===== src/rtl/shift_op_scheduler.sv =====
// Two-requester round-robin scheduler for the ALU's serial logical shifter.
// One bit position is shifted per clock; the result is returned on a valid/ready port.
module shift_op_scheduler #(
  parameter int         DATA_W = 6,
  parameter int         AMT_W  = 3,
  parameter logic [1:0] OPC    = 2'b01,
  parameter int         CNT_W  = 8
) (
  input  logic              clk,
  input  logic              reset,
  input  logic [1:0]        req_valid,
  output logic [1:0]        req_ready,
  input  logic [DATA_W-1:0] req0_x,
  input  logic [AMT_W-1:0]  req0_amt,
  input  logic              req0_dir,
  input  logic [DATA_W-1:0] req1_x,
  input  logic [AMT_W-1:0]  req1_amt,
  input  logic              req1_dir,
  output logic              rsp_valid,
  input  logic              rsp_ready,
  output logic              rsp_id,
  output logic [11:0]       rsp_out,
  output logic              busy,
  output logic [CNT_W-1:0]  op_count
);

  typedef enum logic [1:0] {IDLE, SHIFT, DONE} state_t;

  state_t             state_q;
  logic               rr_ptr_q;
  logic [DATA_W-1:0]  data_q;
  logic [AMT_W-1:0]   cnt_q;
  logic               dir_q;
  logic               rsp_id_q;
  logic               rsp_valid_q;
  logic               busy_q;
  logic [CNT_W-1:0]   op_count_q;
  logic [11:0]        rsp_out_q;

  logic               gnt;
  logic [DATA_W-1:0]  sel_x;
  logic [AMT_W-1:0]   sel_amt;
  logic               sel_dir;
  logic               accept;
  logic [DATA_W-1:0]  shift_d;
  logic [AMT_W-1:0]   cnt_d;

  // ALU result word: opcode on top, unused middle bits forced to zero.
  function automatic logic [11:0] fmt_rsp(input logic [DATA_W-1:0] d);
    logic [11:0] r;
    r              = '0;
    r[11:10]       = OPC;
    r[DATA_W-1:0]  = d;
    return r;
  endfunction

  function automatic logic [DATA_W-1:0] shift1(input logic [DATA_W-1:0] d,
                                               input logic              right);
    return right ? {1'b0, d[DATA_W-1:1]} : {d[DATA_W-2:0], 1'b0};
  endfunction

  // With both valid the pointer decides; otherwise the lone valid requester wins.
  always_comb begin
    gnt       = (&req_valid) ? rr_ptr_q : req_valid[1];
    sel_x     = gnt ? req1_x   : req0_x;
    sel_amt   = gnt ? req1_amt : req0_amt;
    sel_dir   = gnt ? req1_dir : req0_dir;
    req_ready = 2'b00;
    if (state_q == IDLE && req_valid[gnt]) begin
      req_ready[gnt] = 1'b1;
    end
    accept    = |(req_valid & req_ready);
    shift_d   = shift1(data_q, dir_q);
    cnt_d     = cnt_q - AMT_W'(1);
  end

  always_ff @(posedge clk or posedge reset) begin
    if (reset) begin
      state_q     <= IDLE;
      rr_ptr_q    <= 1'b0;
      data_q      <= '0;
      cnt_q       <= '0;
      dir_q       <= 1'b0;
      rsp_id_q    <= 1'b0;
      rsp_valid_q <= 1'b0;
      busy_q      <= 1'b0;
      op_count_q  <= '0;
      rsp_out_q   <= fmt_rsp('0);
    end else begin
      case (state_q)
        IDLE: begin
          if (accept) begin
            data_q   <= sel_x;
            cnt_q    <= sel_amt;
            dir_q    <= sel_dir;
            rsp_id_q <= gnt;
            busy_q   <= 1'b1;
            if (sel_amt == '0) begin
              state_q     <= DONE;
              rsp_valid_q <= 1'b1;
              rsp_out_q   <= fmt_rsp(sel_x);
            end else begin
              state_q <= SHIFT;
            end
          end
        end
        SHIFT: begin
          data_q <= shift_d;
          cnt_q  <= cnt_d;
          // Result is captured on the last shift so it is registered on entry to DONE.
          if (cnt_d == '0) begin
            state_q     <= DONE;
            rsp_valid_q <= 1'b1;
            rsp_out_q   <= fmt_rsp(shift_d);
          end
        end
        DONE: begin
          if (rsp_ready) begin
            state_q     <= IDLE;
            rsp_valid_q <= 1'b0;
            busy_q      <= 1'b0;
            rr_ptr_q    <= ~rsp_id_q;
            op_count_q  <= op_count_q + CNT_W'(1);
          end
        end
        default: begin
          state_q     <= IDLE;
          rsp_valid_q <= 1'b0;
          busy_q      <= 1'b0;
        end
      endcase
    end
  end

  assign rsp_valid = rsp_valid_q;
  assign rsp_id    = rsp_id_q;
  assign rsp_out   = rsp_out_q;
  assign busy      = busy_q;
  assign op_count  = op_count_q;

endmodule


===== config.mk =====
export PLATFORM = sky130hd
export DESIGN_NAME = shift_op_scheduler
export DESIGN_NICKNAME = d
export VERILOG_FILES = /design/src/rtl/shift_op_scheduler.sv
export SDC_FILE = /design/constraint.sdc
export NUM_CORES = 1
export LEC_CHECK = 0
export BUFFER_PORTS_ARGS = -buffer_cell sky130_fd_sc_hd__buf_2
export CELL_PAD_IN_SITES_DETAIL_PLACEMENT = 1
export CELL_PAD_IN_SITES_GLOBAL_PLACEMENT = 1
export CORE_MARGIN = 3
export CORE_UTILIZATION = 39
export CTS_CLUSTER_DIAMETER = 80
export DETAILED_ROUTE_END_ITERATION = 12
export GPL_TIMING_DRIVEN = 0
export PLACE_DENSITY_LB_ADDON = 0.1
export SETUP_SLACK_MARGIN = 0.02
export SYNTH_ARGS = -nofsm -noshare
export SYNTH_HDL_FRONTEND = slang
export SYNTH_SLANG_ARGS = --single-unit

===== constraint.sdc =====
create_clock -name clk -period 2.4 [get_ports clk]
set_clock_uncertainty 0.2 [all_clocks]
set_input_delay 0.6 -clock clk [delete_from_list [all_inputs] [get_ports clk]]
set_output_delay 0.6 -clock clk [all_outputs]
set_load 0.005 [all_outputs]

# Word-level counts from Yosys, hierarchy flattened

Index checks and enable logic that the tools add are counted.

Register bits: 36
Memories: 0
Output and inout bits: 25
RAM bits: 0
Input port bits: 25
Word-level logic and storage cells: 68
Bits in latches: 0
Bits in read-only memories: 0

Equality and inequality tests: 6
Bitwise operators: 3
Shift operators: 0
Multiply operators: 0
Add/sub/neg operators: 2
Div/mod/pow operators: 0
Muxes and demuxes: 30
$lt $le $gt $ge: 2
Reduce and logical (&&, ||, !) cells: 15

Operator list:

| operator            | number |
|---|---|
| $mux 12             | 3 |
| $pmux 12 s2         | 1 |
| $mux 6              | 3 |
| $pmux 6 s2          | 1 |
| $mux 1              | 10 |
| $mux 2              | 5 |
| $add 8x1->8 const B | 1 |
| $reduce_and 2->1    | 4 |
| $reduce_and 4->1    | 2 |
| $logic_not 3->1     | 2 |
| $mux 3              | 2 |
| $ne 2x2->1 const B  | 3 |
| $pmux 1 s3          | 2 |
| $pmux 2 s3          | 1 |
| $pmux 3 s2          | 1 |
| $reduce_and 3->1    | 2 |
| $sub 3x1->3 const B | 1 |
| $and 2x2->2         | 1 |
| $eq 2x1->1 const B  | 1 |
| $eq 2x2->1 const B  | 1 |
| $logic_and 1x1->1   | 2 |
| $logic_not 2->1     | 1 |
| $lt 1x2->1 const B  | 1 |
| $ne 2x1->1 const B  | 1 |
| other kinds (5)     | 6 |

# Longest topological paths before layout

Gate-level depths: netlist (run 1).

Depth in word-level cells: 11
Gate-level depth with buffers: 6
Depth with buffers taken out: 6

# Worst setup path after synthesis (run 1)

No wires, ideal clock.

Kind: input -> output
From: input port req_valid[1]
To: output port req_ready[0]
Data required time: 1.600 ns
Path buffers: 1
Setup slack: 0.352 ns
Arrival time: 1.248 ns
Cell stages on the path: 4
Cells stage by stage: nor2_1 or3_1 buf_2 a21oi_1

Cells in the longest elaborated chain, start to end: 7
Elaborated cells on any way between the ends: 11
Classes of those cells: order compare (2); mux (6); reduce/logical (3)

Ends and longest elaborated chain:

| element                                                        | RTL line | source |
|---|---|---|
| from (decl)                                                    | 11       | `input logic [1:0] req_valid,` |
| $reduce_and 2->1                                               | 64       | `gnt = (&req_valid) ? rr_ptr_q : req_valid[1];` |
| $mux 1                                                         | 64       |  |
| $lt 1x2->1 (implied by the code) or $ge 1x1->1 (tied branches) | 70       | `req_ready[gnt] = 1'b1;` |
| $logic_and 1x1->1 (implied by the code)                        | 70       |  |
| $mux 1 (implied by the code)                                   | 70       |  |
| $demux 1 s1                                                    | 70       |  |
| $mux 2 (*)                                                     | 69       | `if (state_q == IDLE && req_valid[gnt]) begin` |
| to (decl)                                                      | 12       | `output logic [1:0] req_ready,` |

Every way passes the cells marked *; elsewhere a longest branch is shown, timed or not. The select of a mux whose other input is x is not followed.

# Worst setup path in the final report (run 1)

From: input port req_valid[0]
To: output port req_ready[1]

The elaborated chain is that of the path after synthesis.

==> impl_summary.txt, run 1 <==
----------------------------------------------------
[Status]
  Outcome ... completed

[STA]
  Final setup violation count ... 0
  Transition time at the pin with the least slew margin ... 0.648 ns
  Slew headroom ... 56.7%
  Slew Limit Fails ... 0
  Setup repair after global routing missed its margin ... yes
  Number of hold violations in the final report ... 0
  Final period util ... 95.9%
  Clock period minus worst slack ... 2.30 ns
  Final WS setup ... 0.0990 ns
  Setup TNS Final ... 0 ns
  WHS ... 0.193 ns
  Highest attainable clock frequency ... 435 MHz

[Routing]
  Average wire per cell in the routed design ... 17.1 µm
  Routed met1 length ... 1960 µm
  Sum of met3 wire segment lengths after detailed routing ... 175 µm
  Initial DRC Count ... 65
  DRC violation count after routing ... 0
  DR top layer ... met4
  Met2 WL post-DR ... 2300 µm
  Final Routed Wirelength ... 4540 µm
  First drt pass iteration count ... 4
  Routed Antenna Nets ... 0
  Via count of the routed design ... 1,395
  Vias per inst ... 5.24

[Min path]
  Class of the worst hold path ... primary input to asynchronous set/reset pin

[Critical path]
  Max incr delay on CP ... 0.22 ns
  Critical Path Slowest Stage Cell ... sky130_fd_sc_hd__buf_4
  Combined buffer and inverter count along the critical path ... 3
  Worst R2R Path Depth ... 4
  Flop-to-flop setup slack ... 0.38 ns
  Crit-path most repeated cell ... sky130_fd_sc_hd__buf_2
  Top Family by Delay on Critical Path ... buffers and inverters
  Series of cell instances along the critical path ... buf_2 -> nand2b_1 -> buf_4 -> nand2_2 -> nor2_2 -> buf_2
  R2R Path Start ... rr_ptr_q$_DFFE_PP0P_
  Worst-path maximum fanout ... 10
  Reg2Reg Capture Point ... rsp_out[4]$_DFFE_PP0P_
  Classification of the worst setup path ... primary input to output port
  Startpoint types ... primary input
  Req. time, crit path ... 1.60 ns
  Start point of the critical path ... req_valid[0]
  Arrival time worst endpoint ... 1.50 ns
  Endpoint class of the critical path ... output port

[Floorplanning]
  CORE AREA ... 4090 µm²
  Horizontal die dimension ... 72.0 µm
  Standard-cell rows ... 23
  Die area ... 5180 µm²
  Top-level port count ... 50
  Initial core utilization ... 41.5%
  Chip height ... 72.0 µm

[Global route]
  Total congestion overflow ... 0
  Initial antenna violation count ... 0
  Vias in the first global route ... 1,600
  GRT Overall Usage ... 19.3%
  Wire length of the first global-routing pass ... 7780 µm
  Largest net degree at the start of global routing ... 31

[Power]
  Peak ir drop on the vdd network ... 538 µV
  Ratio of total power to cell area ... 1270 nW/µm²
  Static Leak ... 1.07 nW
  Overall power ... 0.00272 W

[Clock tree]
  Number of H-tree branching levels ... 2
  Buffer cell driving the clock tree root ... sky130_fd_sc_hd__clkbuf_8
  Max clock buf depth ... 2
  Clock insertion delay at the later pin of the skew report ... 0.29 ns
  Number of sinks on the clock net ... 30
  Register clock-pin slew on the reported worst setup and hold paths ... 0.07 ns
  Number of buffers inserted during clock tree synthesis ... 5
  CTS tree ... yes
  Number of hold buffers added after cts ... 0

[Yosys]
  Number of different library cells in the post-synthesis netlist ... 43
  Register bit count reported by yosys ... 30
  Number of synthesized flops with an enable pin ... 0
  Predominant post-synthesis flop cell ... sky130_fd_sc_hd__dfrtp_1
  Proportion of synthesized chip area in sequential cells ... 44.2%
  Mean area per synthesized cell ... 10.6 µm²
  Gate count after technology mapping ... 160
  Yosys synthesis warning count ... 0
  Async set-reset flop share out of synthesis ... 100%
  Area of the mapped netlist ... 1700 µm²

[Layout]
  Area grow syn2layout ... 26.5%
  Ratio of cells with drive above 1 in the final layout ... 40.7%
  Post-route design area ... 2150 µm²
  Number of nets in the layout ... 243
  Number of diodes added for antenna fixing ... 0

[Placed design]
  Final GP Congestion ... 0.771
  Setup slack at placement ... -0.0563 ns
  Instance area at placement ... 1990 µm²
  Half-perimeter wire length of the detailed placement result ... 3340 µm
  Number of port buffers ... 43

[Job]
  Max-capacitance violation count ... 0

----------------------------------------------------
## cells in the mapped netlist, types with 3 or more instances
master	instances	share of area [%]
sky130_fd_sc_hd__a211oi_1	4	1.8
sky130_fd_sc_hd__a21oi_1	5	1.5
sky130_fd_sc_hd__a31oi_1	6	2.2
sky130_fd_sc_hd__buf_2	4	1.2
sky130_fd_sc_hd__buf_4	6	2.7
sky130_fd_sc_hd__dfrtp_1	30	44
sky130_fd_sc_hd__ha_1	3	2.2
sky130_fd_sc_hd__inv_1	6	1.3
sky130_fd_sc_hd__mux2_2	6	4.0
sky130_fd_sc_hd__mux2_4	6	5.3
sky130_fd_sc_hd__nand2_1	16	3.5
sky130_fd_sc_hd__nand2b_1	3	1.1
sky130_fd_sc_hd__nand3_1	9	2.7
sky130_fd_sc_hd__nor2_1	4	0.88
sky130_fd_sc_hd__o21ai_0	9	2.7
sky130_fd_sc_hd__xnor2_1	4	2.1
sky130_fd_sc_hd__xor2_1	4	2.1
## through the flow
| step | std cells | util (%) |
|---|---|---|
| 2_1_floorplan | 164 | - |
| 3_3_place_gp | 257 | 48.7 |
| 3_5_place_dp | 257 | 48.7 |
| 4_1_cts | 266 | 52.0 |
| 5_1_grt | 266 | 52.5 |
| 6_report | 266 | 52.5 |
## layout make-up
type	count	area, µm²
Fill cell	483	1940
Multi-Input combinational cell	114	845
Sequential cell	30	751
Timing Repair Buffer	45	250
Buffer	13	106
Clock buffer	5	68.8
Tap cell	50	62.6
Clock inverter	3	40.0
Inverter	6	22.5
## layout by cell type (no fill, tap or decap), drive strengths merged, types with 2 or more instances in the layout
cell type and n:
a211o 2, mux2i 2, nand2 16, mux2 12, nand2b 3, nor3 3
nor2 5, xnor2 4, o21ai 10, nor2b 2, and3 2, a211oi 4
dfrtp 30, clkinv 2, and2 2, nand3 9, conb 6, inv 6
a21oi 5, a31oi 6, buf 57, clkbuf 6, ha 3, xor2 4
or3 2
## cell families after synthesis
group,share of synthesized area (%)
buf+inv,7.67
compound gates,15.4
xor+xnor,4.13
other cells,0.443
fa+ha+maj,2.21
simple gates,15.4
mux,10.5
flops,44.2
## worst register-to-register path: stages (launching register included)
cell and delay [ns]:
sky130_fd_sc_hd__dfrtp_1 0.39, sky130_fd_sc_hd__and2b_2 0.31, sky130_fd_sc_hd__nor3_2 0.09, sky130_fd_sc_hd__o311ai_4 0.56, sky130_fd_sc_hd__mux2_4 0.36
## where the power goes
part           leakage [nW]  internal, W  switching [W]
sequential            0.366     0.000733       0.000150
combinational         0.649     0.000667       0.000657
clock                0.0579     0.000305       0.000203
total                  1.07      0.00171        0.00101
## registers in the layout (all words and copies together) (netlist names)
name and cells:
busy 1, cnt_q 3, data_q 6, dir_q 1
op_count 8, rr_ptr_q 1, rsp_id 1, rsp_out 6
rsp_valid 1, state_q 2
## routing by layer
metal	global-route usage, %	vias up
li1	-	658
met1	24.5	689
met2	32.8	38
met3	3.32	10
met4	7.72	0
met5	0	-
## repair_timing
action	4_1_cts	5_1_grt
pin swaps	0	0
buffers inserted	1	0
resized for setup	6	2
endpoints found under the setup margin	2	2
cloned	0	0
## how the worst max path moves through the flow
stage | to | slack [ns] | depth (start not counted)
2_1_floorplan | req_ready[0] | 0.35 | 4
5_1_grt | req_ready[1] | 0.01 | 5
3_5_place_dp | req_ready[1] | -0.06 | 6
3_3_place_gp | req_ready[1] | -0.02 | 6
4_1_cts | req_ready[1] | 0.02 | 5
6_report | req_ready[1] | 0.1 | 6
Power figures use the tool's default switching activity.
==> run 2: changes to the inputs <==
Settings changed: CORE_ASPECT_RATIO from default to 0.6, TNS_END_PERCENT from default to 50.
==> run 2 against run 1 <==
Sequential cell count is the same; power shrank 2.5%; combinational power is essentially flat; fmax is 0.46% higher; largest power group unchanged.
==> impl_summary.txt, run 2 (same netlist as run 1, synthesis figures left out) <==
----------------------------------------------------
[Status]
  Outcome ... completed (unchanged)

[Clock tree]
  Number of H-tree branching levels ... 2 (unchanged)
  Number of sinks on the clock net ... 30 (unchanged)
  Max clock buf depth ... 2 (unchanged)
  CTS tree ... yes (unchanged)
  Number of buffers inserted during clock tree synthesis ... 5 (unchanged)
  Clock insertion delay at the later pin of the skew report ... 0.29 ns (about the same)
  Buffer cell driving the clock tree root ... sky130_fd_sc_hd__clkbuf_8 (unchanged)
  Number of hold buffers added after cts ... 0 (unchanged)
  Register clock-pin slew on the reported worst setup and hold paths ... 0.06 ns (was 0.07 ns)

[Critical path]
  Worst R2R Path Depth ... 6 (was 4)
  Combined buffer and inverter count along the critical path ... 3 (unchanged)
  Series of cell instances along the critical path ... buf_2 -> nand2b_1 -> buf_4 -> nand2_2 -> nor2_4 -> buf_2 (was buf_2 -> nand2b_1 -> buf_4 -> nand2_2 -> nor2_2 -> buf_2)
  Worst-path maximum fanout ... 10 (unchanged)
  Max incr delay on CP ... 0.22 ns (about the same)
  Arrival time worst endpoint ... 1.49 ns (was 1.50 ns)
  R2R Path Start ... state_q[0]$_DFFE_PP0P_ (was rr_ptr_q$_DFFE_PP0P_)
  Classification of the worst setup path ... primary input to output port (unchanged)
  Flop-to-flop setup slack ... 0.35 ns (was 0.38 ns)
  Crit-path most repeated cell ... sky130_fd_sc_hd__buf_2 (unchanged)
  Reg2Reg Capture Point ... rsp_out[5]$_DFFE_PP0P_ (was rsp_out[4]$_DFFE_PP0P_)
  Endpoint class of the critical path ... output port (unchanged)
  Start point of the critical path ... req_valid[0] (unchanged)
  Startpoint types ... primary input (unchanged)
  Levels on crit path ... 6 (unchanged)
  Top Family by Delay on Critical Path ... buffers and inverters (unchanged)
  Req. time, crit path ... 1.60 ns (about the same)
  Capture point of the critical path ... req_ready[1] (unchanged)
  Critical Path Slowest Stage Cell ... sky130_fd_sc_hd__buf_4 (unchanged)

[Routing]
  Average wire per cell in the routed design ... 16.8 µm (was 17.1 µm)
  Vias per inst ... 5.02 (was 5.24)
  First drt pass iteration count ... 6 (was 4)
  Routed Antenna Nets ... 0 (unchanged)
  Final Routed Wirelength ... 4610 µm (was 4540 µm)
  Via count of the routed design ... 1,376 (was 1,395)
  DRC violation count after routing ... 0 (unchanged)
  Initial DRC Count ... 44 (was 65)

[Layout]
  Commonest non-fill, non-tap cells in the layout ... sky130_fd_sc_hd__buf_2, sky130_fd_sc_hd__dfrtp_1, sky130_fd_sc_hd__nand2_1, sky130_fd_sc_hd__buf_4 (was sky130_fd_sc_hd__buf_2, sky130_fd_sc_hd__dfrtp_1, sky130_fd_sc_hd__nand2_1, sky130_fd_sc_hd__nand3_1, sky130_fd_sc_hd__o21ai_0)
  Most common library cell in the layout ignoring fill and taps ... sky130_fd_sc_hd__buf_2 (unchanged)
  Ratio of cells with drive above 1 in the final layout ... 40.6% (was 40.7%)
  Number of nets in the layout ... 244 (was 243)
  Post-route core utilization ... 54.4% (was 52.5%)
  Number of diodes added for antenna fixing ... 0 (unchanged)
  Flip-flop count of the largest register after layout ... 8 (unchanged)
  Area grow syn2layout ... 25.4% (was 26.5%)

[Floorplanning]
  Initial core utilization ... 43.4% (was 41.5%)
  Horizontal die dimension ... 91.2 µm (was 72.0 µm)
  Chip height ... 57.1 µm (was 72.0 µm)
  Die area ... 5200 µm² (was 5180 µm²)
  CORE AREA ... 3910 µm² (was 4090 µm²)
  Top-level port count ... 50 (unchanged)
  Standard-cell rows ... 17 (was 23)

[Power]
  Static Leak ... 1.06 nW (was 1.07 nW)
  Ratio of total power to cell area ... 1240 nW/µm² (was 1270 nW/µm²)
  Peak ir drop on the vdd network ... 509 µV (was 538 µV)
  Overall power ... 0.00265 W (was 0.00272 W)

[STA]
  Slew Limit Fails ... 0 (unchanged)
  Setup TNS Final ... 0 ns (unchanged)
  Clock period minus worst slack ... 2.29 ns (was 2.30 ns)
  Final period util ... 95.4% (was 95.9%)
  Highest attainable clock frequency ... 437 MHz (was 435 MHz)
  Final setup violation count ... 0 (unchanged)
  Number of hold violations in the final report ... 0 (unchanged)
  Slew headroom ... 25.9% (was 56.7%)
  Transition time at the pin with the least slew margin ... 1.11 ns (was 0.648 ns)
  Setup repair after global routing missed its margin ... yes (unchanged)

[Min path]
  Class of the worst hold path ... flip-flop to flip-flop (was primary input to asynchronous set/reset pin)

[Global route]
  Vias in the first global route ... 1,505 (was 1,600)
  Total congestion overflow ... 0 (unchanged)
  Wire length of the first global-routing pass ... 7760 µm (was 7780 µm)
  Initial antenna violation count ... 0 (unchanged)
  Largest net degree at the start of global routing ... 31 (unchanged)
  GRT Overall Usage ... 19.3% (about the same)

[Placed design]
  Final GP Congestion ... 0.798 (was 0.771)
  Half-perimeter wire length of the detailed placement result ... 3490 µm (was 3340 µm)
  Number of port buffers ... 43 (unchanged)

[Job]
  Max-capacitance violation count ... 0 (unchanged)

----------------------------------------------------
[run 2: power by group]
group / leakage (nW) / switching, W / internal [W] / total [W]
combinational: 0.646 / 0.000666 / 0.000675 / 0.00134
clock: 0.0482 / 0.000194 / 0.000231 / 0.000425
sequential: 0.366 / 0.000149 / 0.000734 / 0.000883
[run 2: repair_timing]
item / in CTS / in global routing
resized for setup: 7 / 2
endpoints found under the setup margin: 2 / 2
buffers inserted: 3 / 0
pin swaps: 1 / 1
endpoints found under the hold margin: 0 / 0
[run 2: worst min-delay path by stage]
stage	startpoint	end	slack, ns	cells past startpoint
finish	op_count[7]$_DFFE_PP0P_	op_count[7]$_DFFE_PP0P_	0.28	1
global route	op_count[7]$_DFFE_PP0P_	op_count[7]$_DFFE_PP0P_	0.31	1
CTS	op_count[7]$_DFFE_PP0P_	op_count[7]$_DFFE_PP0P_	0.28	1
detailed placement	op_count[7]$_DFFE_PP0P_	op_count[7]$_DFFE_PP0P_	0.27	1
global placement	rsp_valid$_DFFE_PP0P_	rsp_valid$_DFFE_PP0P_	0.25	2
floorplan	rr_ptr_q$_DFFE_PP0P_	rr_ptr_q$_DFFE_PP0P_	0.26	2
[run 2: cell type report]
type                       instances  area, µm²
fill                             481       1790
inverter                           6       22.5
clock inverter                     1       5.00
sequential                        30        751
clock buffer                       7       86.3
buffer                            13        105
timing repair buffer              46        238
multi-input combinational        114        850
tap                               57       71.3
[run 2: metrics by stage]
stage	hold WS [ns]	setup slack, ns	area (µm²)	cells
global placement	0.254	-0.0119	2000	264
CTS	0.282	0.0160	2140	275
detailed placement	0.269	-0.0297	2000	264
global route	0.311	0.0137	2130	274
floorplan	0.256	0.352	1710	164
finish	0.275	0.110	2130	274
[run 2: worst reg2reg max path: stages, from the launching register on]
cell,delay [ns]
sky130_fd_sc_hd__dfrtp_1,0.38
sky130_fd_sc_hd__clkbuf_8,0.14
sky130_fd_sc_hd__buf_4,0.16
sky130_fd_sc_hd__nor3_1,0.33
sky130_fd_sc_hd__nor2_4,0.14
sky130_fd_sc_hd__o311ai_4,0.22
sky130_fd_sc_hd__mux2_4,0.36
[run 2: metal layers]
metal  share of wire (%)  track usage [%]  up-vias  wire, µm
li1                    -                -      662         -
met1                  47             25.8      670      2170
met2                  47             31.6       36      2170
met3                 4.8             4.74        8       220
met4                 1.0             5.15        0        47
met5                   0                0        -         0
